$ cat config.mk
export PLATFORM = sky130hd
export DESIGN_NAME = game_sequencer
export DESIGN_NICKNAME = d
export VERILOG_FILES = /design/src/rtl/game_pkg.sv /design/src/rtl/game_sequencer_key_edge.sv /design/src/rtl/game_sequencer.sv
export SDC_FILE = /design/constraint.sdc
export NUM_CORES = 1
export LEC_CHECK = 0
export CAP_MARGIN = 15
export CORE_UTILIZATION = 52
export CTS_BUF_LIST = sky130_fd_sc_hd__clkbuf_8
export DETAILED_ROUTE_END_ITERATION = 16
export PLACE_DENSITY = 0.95
export SLEW_MARGIN = 15
export SYNTH_ARGS = -nofsm -noshare
export SYNTH_HDL_FRONTEND = slang
export SYNTH_SLANG_ARGS = --single-unit
$ cat constraint.sdc
create_clock -name Clk -period 6.7 [get_ports Clk]
set_input_delay 1.005 -clock Clk [delete_from_list [all_inputs] [get_ports Clk]]
set_output_delay 1.005 -clock Clk [all_outputs]
set_load 0.01 [all_outputs]
$ cat src/rtl/game_pkg.sv
// game_pkg: shared types and constants for the match-level game sequencer.
//   phase_t      - match phase encoding (also driven on the 2-bit phase port)
//   GM_*         - game_mode encodings
//   WIN_*        - winner encodings
//   KEYC_*       - default USB HID keycodes for the watched keys
package game_pkg;

  typedef enum logic [1:0] {
    TITLE     = 2'd0,
    FIGHT     = 2'd1,
    ROUND_END = 2'd2,
    MATCH_END = 2'd3
  } phase_t;

  localparam logic [2:0] GM_TITLE = 3'b000;
  localparam logic [2:0] GM_AI    = 3'b001;
  localparam logic [2:0] GM_2P    = 3'b010;

  localparam logic [1:0] WIN_NONE = 2'd0;
  localparam logic [1:0] WIN_P1   = 2'd1;
  localparam logic [1:0] WIN_P2   = 2'd2;

  localparam logic [7:0] KEYC_AI      = 8'h1E;  // '1'
  localparam logic [7:0] KEYC_2P      = 8'h1F;  // '2'
  localparam logic [7:0] KEYC_NEXT    = 8'h28;  // Enter
  localparam logic [7:0] KEYC_RESTART = 8'h15;  // 'R'

endpackage

$ cat src/rtl/game_sequencer_key_edge.sv
// key_edge: press detector for one watched keycode.
//   Clk      - system clock
//   Reset    - synchronous active-high reset (clears match history)
//   keycodes - four keycode bytes {k3,k2,k1,k0}
//   hit      - high for the first cycle KEY appears in any byte
// Keycode 8'h00 means "no key" and is never treated as a match.
module key_edge
  import game_pkg::*;
#(
  parameter logic [7:0] KEY = KEYC_AI
) (
  input  logic        Clk,
  input  logic        Reset,
  input  logic [31:0] keycodes,
  output logic        hit
);

  logic [3:0] lane_match;
  logic       match;
  logic       match_prev_reg;

  genvar gi;
  generate
    for (gi = 0; gi < 4; gi++) begin : g_lane
      assign lane_match[gi] = (KEY != 8'h00) && (keycodes[gi*8 +: 8] == KEY);
    end
  endgenerate

  assign match = |lane_match;

  always_ff @(posedge Clk) begin
    if (Reset) begin
      match_prev_reg <= 1'b0;
    end else begin
      match_prev_reg <= match;
    end
  end

  // A held key matches every cycle but only fires on the first one.
  assign hit = match & ~match_prev_reg;

endmodule

$ cat src/rtl/game_sequencer.sv
// game_sequencer: match-level controller for the fighting game.
//   Clk         - system clock (MAX10_CLK1_50)
//   Reset       - synchronous active-high reset
//   frame_clk   - VGA_VS, sampled as data through a 2-FF synchronizer
//   keycodes    - four keycode bytes {k3,k2,k1,k0}
//   p1_lose     - player-1 health exhausted
//   p2_lose     - player-2 health exhausted
//   game_mode   - 000 title, 001 vs AI, 010 2P
//   phase       - TITLE / FIGHT / ROUND_END / MATCH_END
//   count       - frames elapsed in ROUND_END / MATCH_END
//   round_reset - one-cycle pulse re-arming players, health, sprite ROMs
//   p1_rounds   - round wins, player 1
//   p2_rounds   - round wins, player 2
//   winner      - 0 none, 1 P1, 2 P2 (valid in MATCH_END)
module game_sequencer
  import game_pkg::*;
#(
  parameter int         ROUNDS_TO_WIN    = 2,
  parameter int         ROUND_END_FRAMES = 50,
  parameter logic [7:0] KEY_AI           = KEYC_AI,
  parameter logic [7:0] KEY_2P           = KEYC_2P,
  parameter logic [7:0] KEY_NEXT         = KEYC_NEXT,
  parameter logic [7:0] KEY_RESTART      = KEYC_RESTART
) (
  input  logic        Clk,
  input  logic        Reset,
  input  logic        frame_clk,
  input  logic [31:0] keycodes,
  input  logic        p1_lose,
  input  logic        p2_lose,
  output logic [2:0]  game_mode,
  output logic [1:0]  phase,
  output logic [8:0]  count,
  output logic        round_reset,
  output logic [1:0]  p1_rounds,
  output logic [1:0]  p2_rounds,
  output logic [1:0]  winner
);

  localparam logic [1:0]  RTW       = 2'(ROUNDS_TO_WIN);
  localparam logic [8:0]  RE_FRAMES = 9'(ROUND_END_FRAMES);
  localparam logic [8:0]  COUNT_MAX = 9'd511;
  localparam logic [31:0] WATCH     = {KEY_RESTART, KEY_NEXT, KEY_2P, KEY_AI};

  // ---------------- key press detection ----------------
  logic [3:0] key_hits;  // {restart, next, 2p, ai}

  genvar gi;
  generate
    for (gi = 0; gi < 4; gi++) begin : g_key
      key_edge #(.KEY(WATCH[gi*8 +: 8])) u_key_edge (
        .Clk      (Clk),
        .Reset    (Reset),
        .keycodes (keycodes),
        .hit      (key_hits[gi])
      );
    end
  endgenerate

  logic hit_ai, hit_2p, hit_next, hit_restart;
  assign hit_ai      = key_hits[0];
  assign hit_2p      = key_hits[1];
  assign hit_next    = key_hits[2];
  assign hit_restart = key_hits[3];

  // ---------------- frame tick ----------------
  logic fs_meta_reg, fs_sync_reg, fs_prev_reg;
  logic frame_tick;

  always_ff @(posedge Clk) begin
    if (Reset) begin
      fs_meta_reg <= 1'b0;
      fs_sync_reg <= 1'b0;
      fs_prev_reg <= 1'b0;
    end else begin
      fs_meta_reg <= frame_clk;
      fs_sync_reg <= fs_meta_reg;
      fs_prev_reg <= fs_sync_reg;
    end
  end

  assign frame_tick = fs_sync_reg & ~fs_prev_reg;

  // ---------------- match FSM ----------------
  phase_t     phase_reg;
  logic [2:0] game_mode_reg;
  logic [8:0] count_reg;
  logic       round_reset_reg;
  logic [1:0] p1_rounds_reg, p2_rounds_reg, winner_reg;
  // Set on FIGHT entry; lose flags are ignored until the next frame tick so
  // that a flag still high from the previous round is not re-counted.
  logic       blank_reg;

  always_ff @(posedge Clk) begin
    if (Reset) begin
      phase_reg       <= TITLE;
      game_mode_reg   <= GM_TITLE;
      count_reg       <= '0;
      round_reset_reg <= 1'b0;
      p1_rounds_reg   <= '0;
      p2_rounds_reg   <= '0;
      winner_reg      <= WIN_NONE;
      blank_reg       <= 1'b0;
    end else begin
      round_reset_reg <= 1'b0;
      if (hit_restart) begin
        phase_reg     <= TITLE;
        game_mode_reg <= GM_TITLE;
        count_reg     <= '0;
        p1_rounds_reg <= '0;
        p2_rounds_reg <= '0;
        winner_reg    <= WIN_NONE;
        blank_reg     <= 1'b0;
        // If the datapath was re-armed last cycle it is already clean, so the
        // pulse is dropped rather than stretched to two cycles.
        round_reset_reg <= ~round_reset_reg;
      end else begin
        case (phase_reg)
          TITLE: begin
            if (hit_ai || hit_2p) begin
              game_mode_reg   <= hit_ai ? GM_AI : GM_2P;
              phase_reg       <= FIGHT;
              count_reg       <= '0;
              blank_reg       <= 1'b1;
              round_reset_reg <= ~round_reset_reg;
            end
          end
          FIGHT: begin
            if (blank_reg) begin
              if (frame_tick) blank_reg <= 1'b0;
            end else if (p1_lose || p2_lose) begin
              if (p1_lose && !p2_lose && p2_rounds_reg != 2'd3)
                p2_rounds_reg <= p2_rounds_reg + 2'd1;
              if (p2_lose && !p1_lose && p1_rounds_reg != 2'd3)
                p1_rounds_reg <= p1_rounds_reg + 2'd1;
              phase_reg <= ROUND_END;
              count_reg <= '0;
            end
          end
          ROUND_END: begin
            if (count_reg == RE_FRAMES) begin
              if (p1_rounds_reg >= RTW || p2_rounds_reg >= RTW) begin
                phase_reg  <= MATCH_END;
                count_reg  <= '0;
                winner_reg <= (p1_rounds_reg >= RTW) ? WIN_P1 : WIN_P2;
              end else begin
                phase_reg       <= FIGHT;
                count_reg       <= '0;
                blank_reg       <= 1'b1;
                round_reset_reg <= ~round_reset_reg;
              end
            end else if (frame_tick) begin
              count_reg <= count_reg + 9'd1;
            end
          end
          MATCH_END: begin
            if (hit_next) begin
              phase_reg       <= TITLE;
              game_mode_reg   <= GM_TITLE;
              count_reg       <= '0;
              p1_rounds_reg   <= '0;
              p2_rounds_reg   <= '0;
              winner_reg      <= WIN_NONE;
              round_reset_reg <= ~round_reset_reg;
            end else if (frame_tick && count_reg != COUNT_MAX) begin
              count_reg <= count_reg + 9'd1;
            end
          end
          default: phase_reg <= TITLE;
        endcase
      end
    end
  end

  assign game_mode   = game_mode_reg;
  assign phase       = phase_reg;
  assign count       = count_reg;
  assign round_reset = round_reset_reg;
  assign p1_rounds   = p1_rounds_reg;
  assign p2_rounds   = p2_rounds_reg;
  assign winner      = winner_reg;

endmodule

==> results.txt, run 1 <==
synth top area cells: dfxtp_1, ha_1, nor2_1
worst min-delay path category: register to register
critical path data required time: 6.88 ns
clk_skew: 0.00380 ns
number of I/O port buffers: 56
Synth Cell Area: 1880 µm²
ys async rst share: 0%
EDFF count, synth: 0
# fillers: 256
# resized after CTS: 0
Worst-Skew Late Latency: 0.28 ns
Setup Buffers After CTS: 0
die area: 3870 µm²
Finished Cell Area: 2530 µm²
synth unique cells: 46
largest net degree at the start of global routing: 22
CP Max Fanout: 13
Max-slew headroom: 51.2%
antenna violations before repair: 0
# hold bufs at CTS: 0
Leak: 0.906 nW
vias post-DR: 1874
Layout Nets: 319
max reg flops: 9
die height: 62.2 µm
status: finished, final reports clean
wire per inst: 14.7 µm
Hold Path Sink: fs_sync_reg
Multi-input gate area: 1250 µm²
final setup fails: 0
layout cells sized above 1: 6.34%
Worst Hold Depth: 1
initial drt markers: 96
critical path type: input pin to register
Num CTS Buffers: 3
syn_nets: 265
FF+latch count, synth: 28
cells after synthesis: 215
Clock Sinks: 28
DR vias/cell: 5.97
Final WS setup: 3.14 ns
worst reg-to-reg setup slack: 4.26 ns
max-cap violations: 0
first-pass GRT wire length: 8050 µm
H-tree levels: 1
DRT antenna net count: 0
First-pass DRT Iterations: 4
RePlAce Congestion: 0.814
register area: 561 µm²
startpoint class of the critical path: input pin
Clock Path Buffers: 2
Crit. End Element: register
Detailed Place HPWL: 3450 µm
worst-path cell chain: clkdlybuf4s50_1 > nand4bb_1 > or4_1 > a41oi_1 > o31ai_1 > a211oi_4 > o21ai_0 > a32o_1
Root Driver: clkbuf_8
worst vdd ir: 230 µV
Top delay family on crit path: compound AO/OA/AOI/OAI gates
Pins Over Slew Limit: 0
Synth area leader: dfxtp_1
DP Worst Slack: 2.89 ns
die extent in x: 62.2 µm
hold slack: 0.455 ns
DRC Markers: 0
RSZ-0062 raised after global routing: no
routed wire length: 4610 µm
vias in the first global route: 1781
Placed Area: 2460 µm²
Slew @ Worst Pin: 0.726 ns
FP Rows: 21
CTS tree: done
Avg Cell Area, Syn: 8.76 µm²
area grow syn2layout: 34.6%
slowest cell on the critical path: clkdlybuf4s50_1
Starting Density: 55.6%
reg2reg start: count[1]
startpoint of the worst hold path: fs_meta_reg
Tcrit/Tclk final: 53.2%
Cell Pwr Density: 198 nW/µm²
n_diodes: 0
reg2reg end: count[2]
fmax: 281 MHz
Worst Path Arrival: 3.75 ns
overall routing resource usage: 25.3%
CORE AREA: 3390 µm²
ys flop type: dfxtp_1
Worst Path Buf+Inv: 1
clock-pin slew on the worst setup and hold paths: 0.10 ns
top cell type's share of synthesized area: 29.8%
Final Hold Violating Endpoints: 0
FF-to-FF path depth: 9
min Tclk post-route: 3.56 ns
Yosys warnings: 0
gr ovfl total: 0
Sum Neg Setup Slack: 0 ns
Ports: 58
Largest stage delay, worst path: 0.51 ns
Seq/Total Area, Yosys: 29.8%
worst max-delay path by stage:
stage            startpoint        to  slack (ns)  cells after the start
2_1_floorplan  keycodes[17]  count[3]        3.60                      8
3_3_place_gp   keycodes[17]  count[2]        2.95                      8
3_5_place_dp   keycodes[17]  count[3]        2.89                      8
4_1_cts        keycodes[17]  count[2]        3.17                      8
5_1_grt         keycodes[3]  count[2]        2.94                      8
6_report        keycodes[3]  count[2]        3.14                      8
cell type report:
class,count,share of cell area [%]
clock inverter,1,1.18
inverter,10,1.48
clock buffer,3,1.63
timing repair buffer,56,22.1
multi-input combinational,170,49.2
tap,46,2.27
sequential,28,22.1
power breakdown:
group	switching (W)	internal [W]	leakage, nW
Clock	0.0000550	0.0000801	0.0357
Sequential	0.0000157	0.000180	0.227
Combinational	0.0000884	0.0000837	0.644
stage by stage:
step                std cells  total power [W]  util [%]
finish                    314         0.000503      74.8
detailed placement        310         0.000368      72.7
CTS                       314         0.000504      74.8
global route              314         0.000536      74.8
global placement          310         0.000363      72.7
floorplan                 215         0.000305         -
cells in the mapped netlist, types with 2 or more instances:
| library cell | n |
|---|---|
| a211oi_1 | 3 |
| a21oi_1 | 7 |
| a221oi_2 | 2 |
| a32o_1 | 7 |
| a41oi_1 | 4 |
| and2_1 | 3 |
| and3_1 | 3 |
| clkbuf_1 | 4 |
| dfxtp_1 | 28 |
| ha_1 | 13 |
| inv_1 | 10 |
| mux2i_1 | 7 |
| nand2_1 | 6 |
| nand2b_1 | 3 |
| nand3_1 | 6 |
| nand3b_1 | 3 |
| nand4b_1 | 5 |
| nand4bb_1 | 4 |
| nor2_1 | 29 |
| nor2b_1 | 3 |
| nor3_1 | 9 |
| nor3b_1 | 5 |
| nor4_1 | 4 |
| o21a_1 | 2 |
| o21ai_0 | 10 |
| o22a_1 | 2 |
| o31ai_1 | 3 |
| or2_2 | 3 |
| or3_1 | 3 |
| or3b_2 | 3 |
| or4_1 | 5 |
| or4b_1 | 2 |
worst register-to-register path: stages (launching register included):
cell and delay, ns:
dfxtp_1 0.36, ha_1 0.22, nand3_1 0.16, nor2_1 0.08
and3_1 0.18, ha_1 0.18, o21a_1 0.21, a211oi_4 0.49
o21ai_0 0.17, a32o_1 0.29
metal layers:
layer,GRT usage (%),up-vias,part of all wire (%)
li1,-,926,-
met1,32.9,872,45
met2,41.6,69,48
met3,5.33,7,5.8
met4,8.43,0,1.1
met5,0,-,0
cells by family after synthesis:
group	after synthesis	synth area share, %
buffers and inverters	17	3.99
multiplexers	7	3.72
AND/OR/NAND/NOR	101	31.5
other	1	0.199
flip-flops	28	29.8
adder cells (fa/ha/maj)	13	8.64
AO/OA/AOI/OAI	48	22.2
cells in the final DEF (no fill, tap or decap), types with 4 or more instances in the layout:
| cell type | n |
|---|---|
| nor4_1 | 4 |
| nand4b_1 | 5 |
| dfxtp_1 | 28 |
| clkdlybuf4s50_1 | 56 |
| nor2_1 | 29 |
| nand4bb_1 | 4 |
| o21ai_0 | 10 |
| nor3b_1 | 5 |
| nor3_1 | 9 |
| a21oi_1 | 7 |
| inv_1 | 10 |
| a32o_1 | 7 |
| nand3_1 | 6 |
| or4_1 | 5 |
| ha_1 | 13 |
| a41oi_1 | 4 |
| mux2i_1 | 7 |
| nand2_1 | 6 |
No activity file was read; power rests on OpenSTA's default activity.
==> inputs of run 2 (changes only) <==
--- a/config.mk
+++ b/config.mk
@@ -6,10 +6,10 @@
 export NUM_CORES = 1
 export LEC_CHECK = 0
 export CAP_MARGIN = 15
-export CORE_UTILIZATION = 52
+export CORE_UTILIZATION = 48
 export CTS_BUF_LIST = sky130_fd_sc_hd__clkbuf_8
 export DETAILED_ROUTE_END_ITERATION = 16
-export PLACE_DENSITY = 0.95
+export PLACE_DENSITY = 0.92
 export SLEW_MARGIN = 15
 export SYNTH_ARGS = -nofsm -noshare
 export SYNTH_HDL_FRONTEND = slang
==> constraint.sdc (replaced) <==
create_clock -name Clk -period 3.5 [get_ports Clk]
set_input_delay 0.525 -clock Clk [delete_from_list [all_inputs] [get_ports Clk]]
set_output_delay 0.525 -clock Clk [all_outputs]
set_load 0.01 [all_outputs]
==> results.txt, run 2 (same netlist as run 1, synthesis figures left out) <==
startpoint of the worst hold path: fs_meta_reg (unchanged)
critical path data required time: 3.67 ns (was 6.88 ns)
clock-pin slew on the worst setup and hold paths: 0.09 ns (was 0.10 ns)
number of I/O port buffers: 56 (unchanged)
initial drt markers: 106 (was 96)
first-pass GRT wire length: 7400 µm (was 8050 µm)
Clock Sinks: 28 (unchanged)
min Tclk post-route: 3.07 ns
vias post-DR: 1874 (unchanged)
most frequent cells in the layout: clkdlybuf4s50_1, nor2_1, dfxtp_1 (unchanged)
fmax: 325 MHz
reg2reg start: count[1] (unchanged)
Setup Buffers After CTS: 0 (unchanged)
max reg flops: 9 (unchanged)
die height: 64.6 µm (was 62.2 µm)
layout cells sized above 1: 6.69% (was 6.34%)
RePlAce Congestion: 0.844 (was 0.814)
worst vdd ir: 365 µV (was 230 µV)
max-cap violations: 0 (unchanged)
startpoint class of the critical path: input pin (unchanged)
CP Max Fanout: 13 (unchanged)
DRC Markers: 0 (unchanged)
Final Hold Violating Endpoints: 0 (unchanged)
hold slack: 0.451 ns (was 0.455 ns)
Top delay family on crit path: compound AO/OA/AOI/OAI gates (unchanged)
die extent in x: 64.6 µm (was 62.2 µm)
overall routing resource usage: 22.2% (was 25.3%)
status: finished, final reports clean (unchanged)
Slew @ Worst Pin: 0.694 ns (was 0.726 ns)
placed cells: 313 (was 310)
Crit. End Element: register (unchanged)
# resized after CTS: 0 (unchanged)
most common cell after layout, fill and taps aside: clkdlybuf4s50_1 (unchanged)
Ports: 58 (unchanged)
die area: 4180 µm² (was 3870 µm²)
slowest cell on the critical path: or4b_1 (was clkdlybuf4s50_1)
Worst Path Arrival: 3.25 ns (was 3.75 ns)
wire per inst: 14.0 µm (was 14.7 µm)
Leak: 0.912 nW (was 0.906 nW)
gr ovfl total: 0 (unchanged)
fin cells: 317 (was 314)
Clock Path Buffers: 2 (unchanged)
Max-slew headroom: 53.7% (was 51.2%)
Tcrit/Tclk final: 87.8%
vias in the first global route: 1686 (was 1781)
Num CTS Buffers: 3 (unchanged)
critical path type: input pin to register (unchanged)
H-tree levels: 1 (unchanged)
antenna violations before repair: 0 (unchanged)
DR vias/cell: 5.91 (was 5.97)
Cell Pwr Density: 375 nW/µm² (was 198 nW/µm²)
CORE AREA: 3720 µm² (was 3390 µm²)
clk_skew: 0.00227 ns (was 0.00380 ns)
Root Driver: clkbuf_8 (unchanged)
Pins Over Slew Limit: 0 (unchanged)
First-pass DRT Iterations: 4 (unchanged)
DRT antenna net count: 0 (unchanged)
area grow syn2layout: 35.1% (was 34.6%)
Layout Nets: 320 (was 319)
final setup fails: 0 (unchanged)
Worst Path Buf+Inv: 1 (unchanged)
Largest stage delay, worst path: 0.51 ns (about the same)
largest net degree at the start of global routing: 22 (unchanged)
Starting Density: 50.7% (was 55.6%)
DP Worst Slack: 0.170 ns (was 2.89 ns)
worst-path cell chain: clkdlybuf4s50_1 > or4b_1 > or4b_1 > o31ai_2 > o21bai_4 > a211oi_4 > o21ai_0 > a32o_1 (was clkdlybuf4s50_1 > nand4bb_1 > or4_1 > a41oi_1 > o31ai_1 > a211oi_4 > o21ai_0 > a32o_1)
Worst-Skew Late Latency: 0.27 ns (was 0.28 ns)
Detailed Place HPWL: 3460 µm (was 3450 µm)
RSZ-0062 raised after global routing: no (unchanged)
n_diodes: 0 (unchanged)
# hold bufs at CTS: 0 (unchanged)
Critical Path Most Common Cell: or4b_1
Worst Setup SP: keycodes[17] (was keycodes[3])
CTS tree: done (unchanged)
FP Rows: 22 (was 21)
Final WS setup: 0.426 ns (was 3.14 ns)
# fillers: 303 (was 256)
worst min-delay path category: register to register (unchanged)
Sum Neg Setup Slack: 0 ns (unchanged)
routed wire length: 4450 µm (was 4610 µm)
-- run 2: worst register-to-register path: stages, from the launching register on --
cell and delay (ns):
dfxtp_1 0.36, ha_1 0.22, nand3_1 0.15, nor2_1 0.07, and3_1 0.18, ha_1 0.18, o21a_1 0.22, a211oi_4 0.50
o21ai_0 0.17, a32o_1 0.28
-- run 2: layer usage --
layer	GRT usage [%]	routed length, µm	share of wire [%]	vias to the layer above
met5	0	0	0	-
met4	3.89	20	0.45	0
met3	4.05	192	4.3	4
met2	39.5	2140	48	50
met1	28.0	2100	47	891
li1	-	-	-	929
-- run 2: area by class of cell --
type	count	area [µm²]	share of cell area, %
multi-input cells	170	1250	49.0
repair buffers	57	568	22.3
flip-flops and latches	28	561	22.0
well taps	48	60.1	2.36
clock buffers	3	41.3	1.62
inverters	10	37.5	1.47
clock inverters	1	30.0	1.18
-- run 2: where the power goes --
group	leakage [nW]	internal [W]	switching, W
registers	0.227	0.000344	0.0000306
logic	0.649	0.000160	0.000167
clock network	0.0357	0.000153	0.000100
total	0.912	0.000657	0.000298
-- run 2: worst paths after layout --
check	endpoint	slack [ns]	depth (start not counted)
max	count[4]	0.43	8
max reg2reg	count[4]	1.05	9
min	fs_sync_reg	0.45	1
min reg2reg	fs_sync_reg	0.45	1
-- run 2: per-stage QoR --
| step | area, µm² | util (%) | power [W] |
|---|---|---|---|
| after global placement | 2470 | 66.6 | 0.000696 |
| after floorplan | 1880 | - | 0.000585 |
| final | 2540 | 68.5 | 0.000955 |
| after detailed placement | 2470 | 66.6 | 0.000702 |
| after CTS | 2540 | 68.5 | 0.000956 |
| after global routing | 2540 | 68.5 | 0.00101 |
==> inputs of run 3 (changes only) <==
--- a/config.mk
+++ b/config.mk
@@ -10,6 +10,7 @@
 export CTS_BUF_LIST = sky130_fd_sc_hd__clkbuf_8
 export DETAILED_ROUTE_END_ITERATION = 16
 export PLACE_DENSITY = 0.92
+export REMOVE_ABC_BUFFERS = 1
 export SLEW_MARGIN = 15
 export SYNTH_ARGS = -nofsm -noshare
 export SYNTH_HDL_FRONTEND = slang
==> results.txt, run 3 (same netlist as run 1, synthesis figures left out) <==
Sum Neg Setup Slack: 0 ns (unchanged)
Pins Over Slew Limit: 0 (unchanged)
critical path data required time: 3.68 ns (was 3.67 ns)
RSZ-0062 raised after global routing: no (unchanged)
Worst-Skew Late Latency: 0.28 ns (was 0.27 ns)
min Tclk post-route: 3.11 ns (was 3.07 ns)
Starting Density: 50.7% (unchanged)
Critical Path Most Common Cell: or4b_1 (unchanged)
vias post-DR: 1855 (was 1874)
CTS tree: done (unchanged)
CORE AREA: 3720 µm² (unchanged)
Multi-input gate area: 1250 µm² (unchanged)
Top delay family on crit path: compound AO/OA/AOI/OAI gates (unchanged)
critical path type: input pin to register (unchanged)
DP Worst Slack: 0.137 ns (was 0.170 ns)
Internal Pwr Total: 0.000583 W (was 0.000657 W)
Clock Path Buffers: 2 (unchanged)
first-pass GRT wire length: 7800 µm (was 7400 µm)
Crit. End Element: register (unchanged)
worst vdd ir: 162 µV (was 365 µV)
Final WS setup: 0.389 ns (was 0.426 ns)
Max-slew headroom: 53.8% (was 53.7%)
worst-path cell chain: clkdlybuf4s50_1 > or4b_1 > or4b_1 > o31ai_2 > o21bai_4 > a211oi_4 > o21ai_0 > a32o_1 (unchanged)
Worst Path Arrival: 3.29 ns (was 3.25 ns)
# hold bufs at CTS: 0 (unchanged)
Root Driver: clkbuf_8 (unchanged)
clk_skew: 0.00124 ns (was 0.00227 ns)
DR vias/cell: 5.85 (was 5.91)
status: finished, final reports clean (unchanged)
DRT antenna net count: 0 (unchanged)
Worst Path Buf+Inv: 1 (unchanged)
max-cap violations: 0 (unchanged)
clock power share: 20.2% (was 26.6%)
register area: 561 µm² (unchanged)
n_diodes: 0 (unchanged)
number of I/O port buffers: 56 (unchanged)
Gate power share: 37.3% (was 34.2%)
Clock Sinks: 28 (unchanged)
wire per inst: 14.5 µm (was 14.0 µm)
switch share: 33.6% (was 31.2%)
die height: 64.6 µm (unchanged)
die extent in x: 64.6 µm (unchanged)
die area: 4180 µm² (unchanged)
overall routing resource usage: 23.8% (was 22.2%)
First-pass DRT Iterations: 6 (was 4)
# fillers: 309 (was 303)
largest net degree at the start of global routing: 21 (was 22)
Setup Buffers After CTS: 0 (unchanged)
Tcrit/Tclk final: 88.9% (was 87.8%)
Psw: 0.000295 W (was 0.000298 W)
antenna violations before repair: 0 (unchanged)
most common cell after layout, fill and taps aside: clkdlybuf4s50_1 (unchanged)
Detailed Place HPWL: 3610 µm (was 3460 µm)
Leak: 0.902 nW (was 0.912 nW)
max reg flops: 9 (unchanged)
Seq pwr share: 42.5% (was 39.2%)
Num CTS Buffers: 3 (unchanged)
RePlAce Congestion: 0.861 (was 0.844)
FP Rows: 22 (unchanged)
worst min-delay path category: register to register (unchanged)
# resized after CTS: 0 (unchanged)
Largest stage delay, worst path: 0.52 ns (was 0.51 ns)
most frequent cells in the layout: clkdlybuf4s50_1, nor2_1, dfxtp_1 (unchanged)
fmax: 321 MHz (was 325 MHz)
startpoint class of the critical path: input pin (unchanged)
Ports: 58 (unchanged)
area grow syn2layout: 34.0% (was 35.1%)
layout cells sized above 1: 6.69% (unchanged)
gr ovfl total: 0 (unchanged)
H-tree levels: 1 (unchanged)
slowest cell on the critical path: or4b_1 (unchanged)
final setup fails: 0 (unchanged)
worst reg-to-reg setup slack: 1.03 ns (was 1.05 ns)
initial drt markers: 108 (was 106)
vias in the first global route: 1727 (was 1686)
routed wire length: 4590 µm (was 4450 µm)
Final Hold Violating Endpoints: 0 (unchanged)
Layout Nets: 321 (was 320)
Cell Pwr Density: 348 nW/µm² (was 375 nW/µm²)
Slew @ Worst Pin: 0.694 ns (about the same)
DRC Markers: 0 (unchanged)
clock-pin slew on the worst setup and hold paths: 0.09 ns (about the same)
CP Max Fanout: 13 (unchanged)
-- run 3: layout make-up --
class                           instances  share of cell area [%]
Tap cell                               48                    2.38
Sequential cell                        28                    22.2
Timing Repair Buffer                   58                    22.8
Inverter                               10                    1.49
Clock buffer                            3                    1.64
Multi-Input combinational cell        170                    49.5
-- run 3: path summary, 6_finish.rpt --
| path | endpoint | depth (start not counted) | startpoint |
|---|---|---|---|
| max | count[6] | 8 | keycodes[17] |
| min | fs_sync_reg | 1 | fs_meta_reg |
| max reg2reg | count[6] | 9 | count[1] |
| min reg2reg | fs_sync_reg | 1 | fs_meta_reg |
-- run 3: power groups by stage --
stage | clock network, W | registers [W] | logic, W
2_1_floorplan | 0 | 0.000386 | 0.000186
3_3_place_gp | 0 | 0.000378 | 0.000315
3_5_place_dp | 0 | 0.000381 | 0.000324
4_1_cts | 0.000177 | 0.000374 | 0.000327
5_1_grt | 0.000191 | 0.000378 | 0.000366
6_report | 0.000177 | 0.000373 | 0.000327
-- run 3: metrics by stage --
stage / instances / utilization [%] / hold WS, ns / power (W) / cell area, µm²
after floorplan: 208 / - / 0.414 / 0.000572 / 1850
after global routing: 317 / 67.9 / 0.483 / 0.000935 / 2520
final: 317 / 67.9 / 0.465 / 0.000877 / 2520
after CTS: 317 / 67.9 / 0.470 / 0.000878 / 2520
after detailed placement: 314 / 66.8 / 0.449 / 0.000705 / 2480
after global placement: 314 / 66.8 / 0.420 / 0.000693 / 2480
-- run 3: layer usage --
layer	track usage, %	wire, µm	vias up
li1	-	-	920
met1	29.5	2080	883
met2	41.3	2250	46
met3	4.05	188	6
met4	8.06	67	0
met5	0	0	-
